**src/rtl/sort9_seq.sv**
```systemverilog
// sort9_seq: sequential nine-entry odd-even transposition sorter.
// Captures nine values on start, runs nine compare/swap phases (one per
// cycle), then publishes the sorted vector with a snapshot of the input.
// Optional build macro: SORT_DESCENDING_EN selects descending order
// (sort1 holds the largest value); default build sorts ascending.
module sort9_seq #(
  parameter int DATA_W = 8
) (
  input  logic              clk,
  input  logic              rst_n,
  input  logic              start,
  input  logic [DATA_W-1:0] arr1,
  input  logic [DATA_W-1:0] arr2,
  input  logic [DATA_W-1:0] arr3,
  input  logic [DATA_W-1:0] arr4,
  input  logic [DATA_W-1:0] arr5,
  input  logic [DATA_W-1:0] arr6,
  input  logic [DATA_W-1:0] arr7,
  input  logic [DATA_W-1:0] arr8,
  input  logic [DATA_W-1:0] arr9,
  output logic              busy,
  output logic              done,
  output logic [DATA_W-1:0] sort1,
  output logic [DATA_W-1:0] sort2,
  output logic [DATA_W-1:0] sort3,
  output logic [DATA_W-1:0] sort4,
  output logic [DATA_W-1:0] sort5,
  output logic [DATA_W-1:0] sort6,
  output logic [DATA_W-1:0] sort7,
  output logic [DATA_W-1:0] sort8,
  output logic [DATA_W-1:0] sort9,
  output logic [DATA_W-1:0] orig1,
  output logic [DATA_W-1:0] orig2,
  output logic [DATA_W-1:0] orig3,
  output logic [DATA_W-1:0] orig4,
  output logic [DATA_W-1:0] orig5,
  output logic [DATA_W-1:0] orig6,
  output logic [DATA_W-1:0] orig7,
  output logic [DATA_W-1:0] orig8,
  output logic [DATA_W-1:0] orig9
);

  typedef enum logic {IDLE, SORT} state_t;

  localparam logic [3:0] LAST_PHASE = 4'd8;

  state_t            state, state_next;
  logic              busy_next, done_next;
  logic              load, finish;
  logic [3:0]        phase;
  logic [DATA_W-1:0] arr_in [9];
  logic [DATA_W-1:0] w      [9];
  logic [DATA_W-1:0] c      [9];
  logic [DATA_W-1:0] ph     [9];
  logic [DATA_W-1:0] sort_q [9];
  logic [DATA_W-1:0] orig_q [9];

  assign arr_in = '{arr1, arr2, arr3, arr4, arr5, arr6, arr7, arr8, arr9};

  assign load   = (state == IDLE) && start;
  assign finish = (state == SORT) && (phase == LAST_PHASE);

  // True when a pair is out of order and must swap; equal values never swap.
  function automatic logic out_of_order(input logic [DATA_W-1:0] left,
                                        input logic [DATA_W-1:0] right);
`ifdef SORT_DESCENDING_EN
    return left < right;
`else
    return left > right;
`endif
  endfunction

  // One transposition phase: even phases pair (0,1)..(6,7), odd phases
  // pair (1,2)..(7,8); every compare reads pre-phase values.
  always_comb begin
    // NOTE: assign every always_comb output a default first so no path leaves it unassigned, which would infer a latch.
    ph = w;
    for (int p = 0; p < 4; p++) begin
      if (phase[0]) begin
        if (out_of_order(w[2*p+1], w[2*p+2])) begin
          ph[2*p+1] = w[2*p+2];
          ph[2*p+2] = w[2*p+1];
        end
      end else begin
        if (out_of_order(w[2*p], w[2*p+1])) begin
          ph[2*p]   = w[2*p+1];
          ph[2*p+1] = w[2*p];
        end
      end
    end
  end

  // FSM next-state and registered-output decode.
  always_comb begin
    state_next = state;
    busy_next  = 1'b0;
    done_next  = 1'b0;
    unique case (state)
      IDLE: begin
        if (start) begin
          state_next = SORT;
          busy_next  = 1'b1;
        end
      end
      SORT: begin
        if (phase == LAST_PHASE) begin
          state_next = IDLE;
          done_next  = 1'b1;
        end else begin
          busy_next = 1'b1;
        end
      end
      default: state_next = IDLE;
    endcase
  end

  // FSM state and handshake output registers.
  always_ff @(posedge clk or negedge rst_n) begin
    // NOTE: sequential blocks use non-blocking assignments so every flop samples pre-edge values.
    if (!rst_n) begin
      state <= IDLE;
      busy  <= 1'b0;
      done  <= 1'b0;
    end else begin
      state <= state_next;
      busy  <= busy_next;
      done  <= done_next;
    end
  end

  // Datapath: capture on accept, one phase per SORT cycle, publish on the last phase.
  always_ff @(posedge clk or negedge rst_n) begin
    if (!rst_n) begin
      // NOTE: these register arrays are reset explicitly because an aborted sort must leave every value at zero; they are flops, not RAM.
      w      <= '{default: '0};
      c      <= '{default: '0};
      sort_q <= '{default: '0};
      orig_q <= '{default: '0};
      phase  <= '0;
    end else if (load) begin
      w     <= arr_in;
      c     <= arr_in;
      phase <= '0;
    end else if (state == SORT) begin
      w <= ph;
      if (finish) begin
        sort_q <= ph;
        orig_q <= c;
        phase  <= '0;
      end else begin
        phase <= phase + 4'd1;
      end
    end
  end

  assign sort1 = sort_q[0];
  assign sort2 = sort_q[1];
  assign sort3 = sort_q[2];
  assign sort4 = sort_q[3];
  assign sort5 = sort_q[4];
  assign sort6 = sort_q[5];
  assign sort7 = sort_q[6];
  assign sort8 = sort_q[7];
  assign sort9 = sort_q[8];

  assign orig1 = orig_q[0];
  assign orig2 = orig_q[1];
  assign orig3 = orig_q[2];
  assign orig4 = orig_q[3];
  assign orig5 = orig_q[4];
  assign orig6 = orig_q[5];
  assign orig7 = orig_q[6];
  assign orig8 = orig_q[7];
  assign orig9 = orig_q[8];

endmodule

```
**config.mk**
```make
export PLATFORM = sky130hd
export DESIGN_NAME = sort9_seq
export DESIGN_NICKNAME = d
export VERILOG_FILES = /design/src/rtl/sort9_seq.sv
export SDC_FILE = /design/constraint.sdc
export NUM_CORES = 1
export LEC_CHECK = 0
export ABC_AREA = 1
export CELL_PAD_IN_SITES_DETAIL_PLACEMENT = 1
export CELL_PAD_IN_SITES_GLOBAL_PLACEMENT = 2
export CORE_ASPECT_RATIO = 0.9
export CORE_MARGIN = 2
export CORE_UTILIZATION = 30
export CTS_BUF_LIST = sky130_fd_sc_hd__clkbuf_2
export CTS_CLUSTER_DIAMETER = 150
export CTS_CLUSTER_SIZE = 12
export DETAILED_ROUTE_END_ITERATION = 10
export PLACE_DENSITY = 0.77
export SYNTH_ARGS = -nofsm -noshare
export SYNTH_HDL_FRONTEND = slang
export SYNTH_SLANG_ARGS = --single-unit
export TNS_END_PERCENT = 100
```
**constraint.sdc**
```tcl
create_clock -name clk -period 2.3 [get_ports clk]
set_clock_uncertainty 0.2 [all_clocks]
set_input_delay 0.69 -clock clk [delete_from_list [all_inputs] [get_ports clk]]
set_output_delay 0.69 -clock clk [all_outputs]
set_load 0.005 [all_outputs]
```
==> results_dict.tcl, run 1 <==
set metrics [dict create \
    hold_viol 0 \
    post_synth.cell_area_avg_um2 8.23 \
    worst-setup-path-type "reg -> out" \
    grt_use_total 0.216 \
    route.antenna.remaining_nets 0 \
    synth-main-ff-cell "dfrtp_1" \
    synth_area_um2 14900 \
    maxSlewHeadroom 0.603 \
    global_route_wire_length_before_repair_um 86900 \
    number_of_rows_created_at_floorplan 77 \
    final-setup-viol-count 158 \
    cts_sinks 294 \
    path_type_of_the_worst_min_delay_path "in -> reg" \
    gp_routability_congestion 0.880 \
    area.growth.synth_to_final_pct 45.3 \
    timing.critical_path.from_type "register" \
    port_buffers 220 \
    regToRegEndpoint "sort9[4]$_DFFE_PN0P_" \
    worstPathRequired_ns 1.41 \
    multi_input_area_um2 7550 \
    timing.critical_path.from "orig5[7]$_DFFE_PN0P_" \
    cts.path.max_buffers 3 \
    drtIter0Drc 738 \
    path_cells "buf_6" \
    layout-drive-gt1-share 0.348 \
    holdWs_ns 0.0940 \
    floorplan.die.width_um 239 \
    num-fill-cells 5881 \
    clk_pin_slew_worst_paths_ns 0.28 \
    fp.coreArea_um2 49000 \
    critical_path.reg2reg.startpoint "w[2]$_DFFE_PN0P_" \
    fin_ws_ns -0.336 \
    achievable-frequency_mhz 379 \
    critical-path-slowest-cell "dfrtp_2" \
    post_drt_wl_per_cell_um 19.4 \
    max_cap_violations 0 \
    rsz0062_at_grt "true" \
    routed_wirelength_um 58300 \
    reg2regPathDepth 14 \
    synth_cell_type_count 42 \
    initial_core_utilization 0.304 \
    num_io_pins 221 \
    critPathTopFamily "flip-flops" \
    timing.critical_path.to_type "output pin" \
    remaining_routing_drc_violations 0 \
    synth-seq-cells 294 \
    route.vias.total 14585 \
    crit_cells 1 \
    seq_area_frac_synth 0.494 \
    gate_count_post_synth 1810 \
    slew_viol_final 0 \
    synth-edff-count 0 \
    critPathMaxStageDelay_ns 0.54 \
    mappedNetlistNets 1951 \
    vertical_extent_of_the_die_um 215 \
    timing.critical_path.arrival_ns 1.75 \
    failed_checks "setup timing" \
    placedInstanceArea_um2 19000 \
    first_global_vias 15123 \
    worst_setup_path_endpoint "orig5[7]" \
    clkLatencyLatePin_ns 1.06 \
    report.power.total_uw 37400 \
    hpwlAfterDp_um 40600 \
    top_registers "c x72, w x72" \
    p_leak_uw 0.0107 \
    final_cycle_utilization_of_the_critical_path 1.15 \
    final_design_area_no_fill_um2 21600 \
    regArea_um2 7400 \
    worstPathMaxFanout 2 \
    drt_pre_antenna_iters 5 \
    dieArea_um2 51400 \
    gr-total-overflow 0 \
    synth-async-reset-ratio 1.00 \
    vias_per_cell 4.86 \
    num-nets-final 2506 \
    tightest_slew_ns 0.595 \
    commonest_cells_after_routing_fill_and_taps_aside "523 x nand2_1, 279 x buf_4, 262 x dfrtp_1, 162 x inv_1, 143 x nand3_1" \
    pin_count_of_the_biggest_net_entering_global_routing 61 \
    power.density_cell_area_nw_per_um2 1730 \
    tritoncts.num_buffers 28 \
    cts_tree "yes" \
    leading_cell_type_in_the_layout_fill_and_taps_excluded "nand2_1" \
    outcome "finished with violations" \
    r2r_setup_slack_ns -0.05 \
    period_minus_slack_ns 2.64 \
    ir_drop_uv 606 \
    cts_root_buf "clkbuf_2" \
    cp.buffers_inverters 1 \
    htreeDepth 1 \
    antenna_found_initial 3 \
    synthesis.yosys.warnings 0 \
]
==> area by class of cell <==
| class | instances | share of cell area |
|---|---|---|
| Multi-Input combinational cell | 1235 | 0.349 |
| Sequential cell | 294 | 0.342 |
| Timing Repair Buffer | 600 | 0.227 |
| Inverter | 205 | 0.0382 |
| Tap cell | 632 | 0.0365 |
| Clock buffer | 30 | 0.00694 |
| Clock inverter | 1 | 0.000405 |
| Timing Repair inverter | 1 | 0.000347 |
| Antenna cell | 2 | 0.000231 |
==> metrics by stage <==
step	instances	setup WS (ns)	setup TNS (ns)	utilization
2_1_floorplan	1810	0.0900	0	-
3_3_place_gp	2758	-0.0947	-2.29	0.388
3_5_place_dp	2758	-0.147	-5.55	0.388
4_1_cts	2906	-0.462	-45.12	0.402
5_1_grt	3000	-0.443	-52.54	0.441
6_report	3000	-0.336	-25.46	0.441
==> report_power, final <==
part	leakage (uW)	internal, uW	total, uW	switching, uW
Sequential	0.00351	7860	9780	1920
Clock	0.000129	347	2150	1810
Combinational	0.00711	11300	25400	14200
==> timing repair <==
action	CTS	global route
gates cloned	0	6
endpoints found under the hold margin	370	0
pin swaps	6	95
setup buffers	59	86
hold buffers	58	0
resized for setup	632	282
endpoints found under the setup margin	224	288
==> synth_stat cells, types with 10 or more instances <==
cell	instances	share of area
ha_1	66	0.055
inv_1	190	0.048
o21bai_1	11	0.0055
nand2_1	578	0.15
nand3_1	218	0.073
a21oi_1	35	0.012
clkbuf_1	23	0.0058
dfrtp_1	294	0.49
nor2_1	19	0.0048
o21ai_2	10	0.0059
nand2_2	15	0.0063
inv_2	12	0.0030
o21ai_1	59	0.020
buf_2	42	0.014
o21ai_0	147	0.049
==> metal layers <==
layer  GRT usage  wire length (um)
met4      0.0446              1250
met2       0.355             27600
met5           0                13
met3      0.0326              2170
met1       0.302             27300
==> worst min-delay path by stage <==
| stage | end | slack [ns] | cells after the start | from |
|---|---|---|---|---|
| floorplan | c[0]$_DFFE_PN0P_ | 0.19 | 0 | rst_n |
| global placement | sort1[4]$_DFFE_PN0P_ | 0.27 | 2 | sort1[4]$_DFFE_PN0P_ |
| detailed placement | sort3[0]$_DFFE_PN0P_ | 0.27 | 2 | sort3[0]$_DFFE_PN0P_ |
| CTS | c[39]$_DFFE_PN0P_ | 0.001 | 3 | arr5[7] |
| global route | c[45]$_DFFE_PN0P_ | -0.01 | 3 | arr4[5] |
| finish | c[45]$_DFFE_PN0P_ | 0.09 | 3 | arr4[5] |
==> cell families (layout without fill, tap and decap cells) <==
logic type	after synthesis	after routing	share of synthesized area
other cells	0	2	0
xor+xnor	2	2	0.00118
simple gates	861	863	0.252
buf+inv	283	837	0.0793
flops	294	294	0.494
compound gates	304	304	0.118
fa+ha+maj	66	66	0.0555
Power figures use the tool's default switching activity.
==> inputs of run 2 (changes only) <==
--- a/config.mk
+++ b/config.mk
@@ -9,7 +9,7 @@
 export CELL_PAD_IN_SITES_DETAIL_PLACEMENT = 1
 export CELL_PAD_IN_SITES_GLOBAL_PLACEMENT = 2
 export CORE_ASPECT_RATIO = 0.9
-export CORE_MARGIN = 2
+export CORE_MARGIN = 5
 export CORE_UTILIZATION = 30
 export CTS_BUF_LIST = sky130_fd_sc_hd__clkbuf_2
 export CTS_CLUSTER_DIAMETER = 150
==> constraint.sdc (replaced) <==
create_clock -name clk -period 2.3 [get_ports clk]
set_clock_uncertainty 0.2 [all_clocks]
set_input_delay 0.23 -clock clk [delete_from_list [all_inputs] [get_ports clk]]
set_output_delay 0.23 -clock clk [all_outputs]
set_load 0.005 [all_outputs]
==> run 2 against run 1 <==
Compared with the run above:
- clock power barely moved
- routed wire length fell by 0.84%
- final area fell by 0.72%
- total power fell by 5.1%
- the run still ends with setup timing left
- via count fell by 0.69%
==> results_dict.tcl, run 2 (synthesized netlist as in run 1, its figures left out) <==
set metrics [dict create \
    cts_root_buf "clkbuf_2" \
    num-nets-final 2460 \
    fp.coreArea_um2 49100 \
    num-fill-cells 5741 \
    regToRegEndpoint "sort7[0]$_DFFE_PN0P_" \
    reg2regPathDepth 14 \
    rsz0062_at_grt "true" \
    pre_cts_slack_ns -0.147 \
    port_buffers 220 \
    worstPathRequired_ns 3.04 \
    timing.critical_path.arrival_ns 3.08 \
    achievable-frequency_mhz 428 \
    num_io_pins 221 \
    ir_drop_uv 624 \
    number_of_rows_created_at_floorplan 77 \
    tightest_slew_ns 0.561 \
    top_registers "c x72, w x72" \
    fin_ws_ns -0.0371 \
    gr-total-overflow 0 \
    regArea_um2 7390 \
    timing.critical_path.to_type "register" \
    first_global_vias 15175 \
    maxSlewHeadroom 0.626 \
    leading_cell_type_in_the_layout_fill_and_taps_excluded "nand2_1" \
    period_minus_slack_ns 2.34 \
    outcome "finished with violations" \
    routed_wirelength_um 57800 \
    antenna_found_initial 2 \
    cts_sinks 294 \
    remaining_routing_drc_violations 0 \
    drtIter0Drc 716 \
    dieArea_um2 54200 \
    hpwlAfterDp_um 39600 \
    htreeDepth 1 \
    p_leak_uw 0.0106 \
    min_to "w[12]$_DFFE_PN0P_" \
    critical_path.reg2reg.startpoint "w[13]$_DFFE_PN0P_" \
    tritoncts.num_buffers 28 \
    commonest_cells_after_routing_fill_and_taps_aside "546 x nand2_1, 269 x dfrtp_1, 206 x buf_4, 172 x nand3_1, 170 x inv_1" \
    failed_checks "setup timing" \
    path_type_of_the_worst_min_delay_path "in -> reg" \
    clkLatencyLatePin_ns 1.02 \
    holdWs_ns 0.173 \
    report.power.total_uw 35400 \
    pin_count_of_the_biggest_net_entering_global_routing 71 \
    hold_depth 4 \
    timing.critical_path.from_type "register" \
    cts_tree "yes" \
    worstPathMaxFanout 7 \
    drt_pre_antenna_iters 5 \
    clk_pin_slew_worst_paths_ns 0.28 \
    initial_core_utilization 0.303 \
    timing.hold.worst.start "arr8[4]" \
    final_cycle_utilization_of_the_critical_path 1.02 \
    multi_input_area_um2 7220 \
    hold_viol 0 \
    vertical_extent_of_the_die_um 221 \
    cts.path.max_buffers 3 \
    max_cap_violations 0 \
    fin_tns_setup_ns -0.134 \
    post_drt_wl_per_cell_um 19.5 \
    grt_use_total 0.198 \
    layout-drive-gt1-share 0.229 \
    worst-setup-path-type "reg -> reg" \
    slew_viol_final 0 \
    gp_routability_congestion 0.881 \
    r2r_setup_slack_ns -0.04 \
    floorplan.die.width_um 245 \
    vias_per_cell 4.90 \
    route.vias.total 14485 \
    global_route_wire_length_before_repair_um 86700 \
    power.density_cell_area_nw_per_um2 1650 \
    route.antenna.remaining_nets 0 \
    final-setup-viol-count 10 \
    area.growth.synth_to_final_pct 44.2 \
]
-- run 2: cell count changes in the layout (fill, tap and decap cells not counted), moves of 30 or more --
cell | before | now
buf_2 | 142 | 9
dlygate4sd2_1 | 0 | 105
dlygate4sd3_1 | 57 | 90
buf_4 | 279 | 206
nand3_2 | 74 | 42
clkdlybuf4s15_1 | 0 | 30
-- run 2: final cells by class --
type,instances,area share
diodes,2,0.000233
flip-flops and latches,294,0.344
repair buffers,554,0.237
clock inverters,1,0.000408
inverters,205,0.0377
well taps,632,0.0368
clock buffers,31,0.00722
repair inverters,1,0.000349
multi-input cells,1235,0.336
-- run 2: power breakdown --
group	leakage [uW]	total (uW)	switching (uW)	internal, uW
clock network	0.000133	2170	1810	357
logic	0.00694	23600	13300	10300
registers	0.00352	9650	1800	7850
-- run 2: through the flow --
stage               area [um^2]  cells   util
floorplan                 14900   1810      -
global placement          18700   2715  0.380
detailed placement        18700   2715  0.380
CTS                       20100   2895  0.409
global route              21500   2955  0.437
finish                    21500   2955  0.437
-- run 2: repair_timing --
action                                 in CTS  in global routing
hold buffers                               91                  0
endpoints found under the hold margin     443                  0
pin swaps                                   6                 78
gates cloned                                0                  6
setup endpoints to repair                 222                174
setup buffers                              57                 52
resized for setup                         217                231
-- run 2: worst max path at each step --
stage,startpoint,endpoint,slack [ns],depth (start not counted)
after floorplan,phase[0]$_DFFE_PN0P_,sort9[4]$_DFFE_PN0P_,0.09,12
after global placement,w[44]$_DFFE_PN0P_,w[40]$_DFFE_PN0P_,-0.13,13
after detailed placement,w[44]$_DFFE_PN0P_,w[40]$_DFFE_PN0P_,-0.15,13
after CTS,state$_DFF_PN0_,busy,-0.13,2
after global routing,w[41]$_DFFE_PN0P_,sort3[6]$_DFFE_PN0P_,-0.14,13
final,w[13]$_DFFE_PN0P_,sort7[0]$_DFFE_PN0P_,-0.04,14
-- run 2: per-layer routing --
metal	vias to the layer above	track usage	share of wire
met5	-	0	0
met2	279	0.328	0.47
met1	7231	0.277	0.46
met4	0	0.0380	0.021
li1	6902	-	-
met3	73	0.0320	0.042
-- run 2: worst max-delay path, cell delays in order (launching register included) --
cell and delay [ns]:
dfrtp_1 0.48, buf_4 0.14, inv_2 0.04, ha_1 0.28, nand2_1 0.09, nor2_4 0.18, nand2_2 0.07, nand2_2 0.09
nand2_4 0.09, inv_6 0.10, nand2_8 0.09, buf_6 0.15, nand3_4 0.09, nand3_2 0.07, nand2_1 0.08
==> inputs of run 3 (changes only) <==
==> constraint.sdc (replaced) <==
create_clock -name clk -period 2.3 [get_ports clk]
set_clock_uncertainty 0.2 [all_clocks]
set_input_delay 0.23 -clock clk [delete_from_list [all_inputs] [get_ports clk]]
set_output_delay 0.23 -clock clk [all_outputs]
set_load 0.1 [all_outputs]
==> run 3 against run 2 <==
Compared with the run above:
- register-to-register slack lost 0.07 ns
- global-route usage grew 0.19 points
- setup slack lost 0.067 ns
- critical path type unchanged
- highest routed layer is now met5
- clock-buffer cell count is the same
- first-iteration DRC count shrank 11%
- sequential cell count is the same
- utilization grew 0.059 points
- non-clock buffer count shrank 42
- the run still ends with setup timing left
==> results_dict.tcl, run 3 (synthesized netlist as in run 1, its figures left out) <==
set metrics [dict create \
    outcome "finished with violations" \
    failed_checks "setup timing" \
    remaining_routing_drc_violations 0 \
    global_route_wire_length_before_repair_um 87500 \
    route.vias.total 14174 \
    grt_use_total 0.200 \
    htreeDepth 1 \
    fp.coreArea_um2 49100 \
    leading_cell_type_in_the_layout_fill_and_taps_excluded "nand2_1" \
    tritoncts.num_buffers 28 \
    vertical_extent_of_the_die_um 221 \
    hpwlAfterDp_um 39800 \
    hold_viol 0 \
    num-fill-cells 5702 \
    number_of_rows_created_at_floorplan 77 \
    slew_viol_final 0 \
    num_io_pins 221 \
    worstPathMaxFanout 4 \
    multi_input_area_um2 7210 \
    worstPathRequired_ns 3.04 \
    port_buffers 220 \
    r2r_setup_slack_ns -0.10 \
    first_global_vias 15063 \
    final-setup-viol-count 17 \
    period_minus_slack_ns 2.40 \
    timing.critical_path.arrival_ns 3.14 \
    commonest_cells_after_routing_fill_and_taps_aside "543 x nand2_1, 265 x dfrtp_1, 212 x buf_4, 179 x nand3_1, 170 x inv_1" \
    worst-setup-path-type "reg -> reg" \
    cts_root_buf "clkbuf_2" \
    drtIter0Drc 637 \
    num-nets-final 2418 \
    post_drt_wl_per_cell_um 19.3 \
    routed_wirelength_um 56400 \
    gr-total-overflow 0 \
    layout-drive-gt1-share 0.276 \
    fin_ws_ns -0.104 \
    vias_per_cell 4.86 \
    area.growth.synth_to_final_pct 44.4 \
    floorplan.die.width_um 245 \
    cts_sinks 294 \
    dieArea_um2 54200 \
    clkLatencyLatePin_ns 1.08 \
    pre_cts_slack_ns -0.165 \
    path_type_of_the_worst_min_delay_path "in -> reg" \
    tightest_slew_ns 0.608 \
    rsz0062_at_grt "true" \
    achievable-frequency_mhz 416 \
    initial_core_utilization 0.303 \
    holdWs_ns 0.105 \
    cts.path.max_buffers 3 \
    timing.critical_path.from_type "register" \
    pin_count_of_the_biggest_net_entering_global_routing 72 \
    timing.critical_path.to_type "register" \
    drt_pre_antenna_iters 4 \
    regArea_um2 7390 \
    antenna_found_initial 2 \
    final_cycle_utilization_of_the_critical_path 1.05 \
    cts_tree "yes" \
    clk_pin_slew_worst_paths_ns 0.32 \
    gp_routability_congestion 0.859 \
    route.antenna.remaining_nets 0 \
    max_cap_violations 0 \
    top_registers "c x72, w x72" \
    maxSlewHeadroom 0.594 \
]
[run 3: timing repair]
action	CTS	global route
pin swaps	6	73
hold buffers	83	0
endpoints found under the hold margin	442	0
setup buffers	25	29
gates cloned	1	4
endpoints found under the setup margin	127	195
gates resized for setup	122	262
[run 3: final cells by class]
class | instances | share of cell area
Sequential cell | 294 | 0.344
Multi-Input combinational cell | 1236 | 0.335
Timing Repair Buffer | 512 | 0.239
Inverter | 205 | 0.0375
Tap cell | 632 | 0.0368
Clock buffer | 31 | 0.00721
Clock inverter | 1 | 0.000407
Antenna cell | 3 | 0.000349
[run 3: through the flow]
stage	instances	utilization	setup TNS (ns)	area, um^2
4_1_cts	2878	0.411	-0.181	20200
5_1_grt	2913	0.438	-5.88	21500
3_3_place_gp	2737	0.376	-0.334	18500
2_1_floorplan	1810	-	0	14900
6_report	2914	0.438	-0.961	21500
3_5_place_dp	2737	0.376	-0.983	18500
[run 3: worst max-delay path: stages (launching register included)]
cell,delay [ns]
dfrtp_1,0.48
buf_6,0.13
ha_4,0.26
inv_2,0.03
nor2_2,0.10
o21ai_1,0.08
nand2_1,0.10
nand2_2,0.12
a21boi_4,0.23
nand2_1,0.16
nand2_1,0.15
nand3_1,0.11
a21oi_2,0.14
[run 3: final timing paths]
| check | start | depth (start not counted) | end |
|---|---|---|---|
| setup / recovery | w[9]$_DFFE_PN0P_ | 12 | w[6]$_DFFE_PN0P_ |
| hold / removal | arr6[6] | 4 | w[30]$_DFFE_PN0P_ |
| setup reg to reg | w[9]$_DFFE_PN0P_ | 12 | w[6]$_DFFE_PN0P_ |
| hold reg to reg | c[14]$_DFFE_PN0P_ | 2 | orig8[6]$_DFFE_PN0P_ |
| max in group asynchronous | rst_n | 6 | w[49]$_DFFE_PN0P_ |
| min in group asynchronous | rst_n | 5 | sort8[6]$_DFFE_PN0P_ |
[run 3: metal layers]
layer,track usage,vias up,part of all wire
li1,-,6811,-
met1,0.279,7019,0.46
met2,0.335,269,0.48
met3,0.0299,73,0.043
met4,0.0347,2,0.022
met5,0,-,0.00023
Power of run 3 is left out: the tool's default activity adds up to more than one toggle a clock period on the data nets, which glitch-free logic cannot reach.
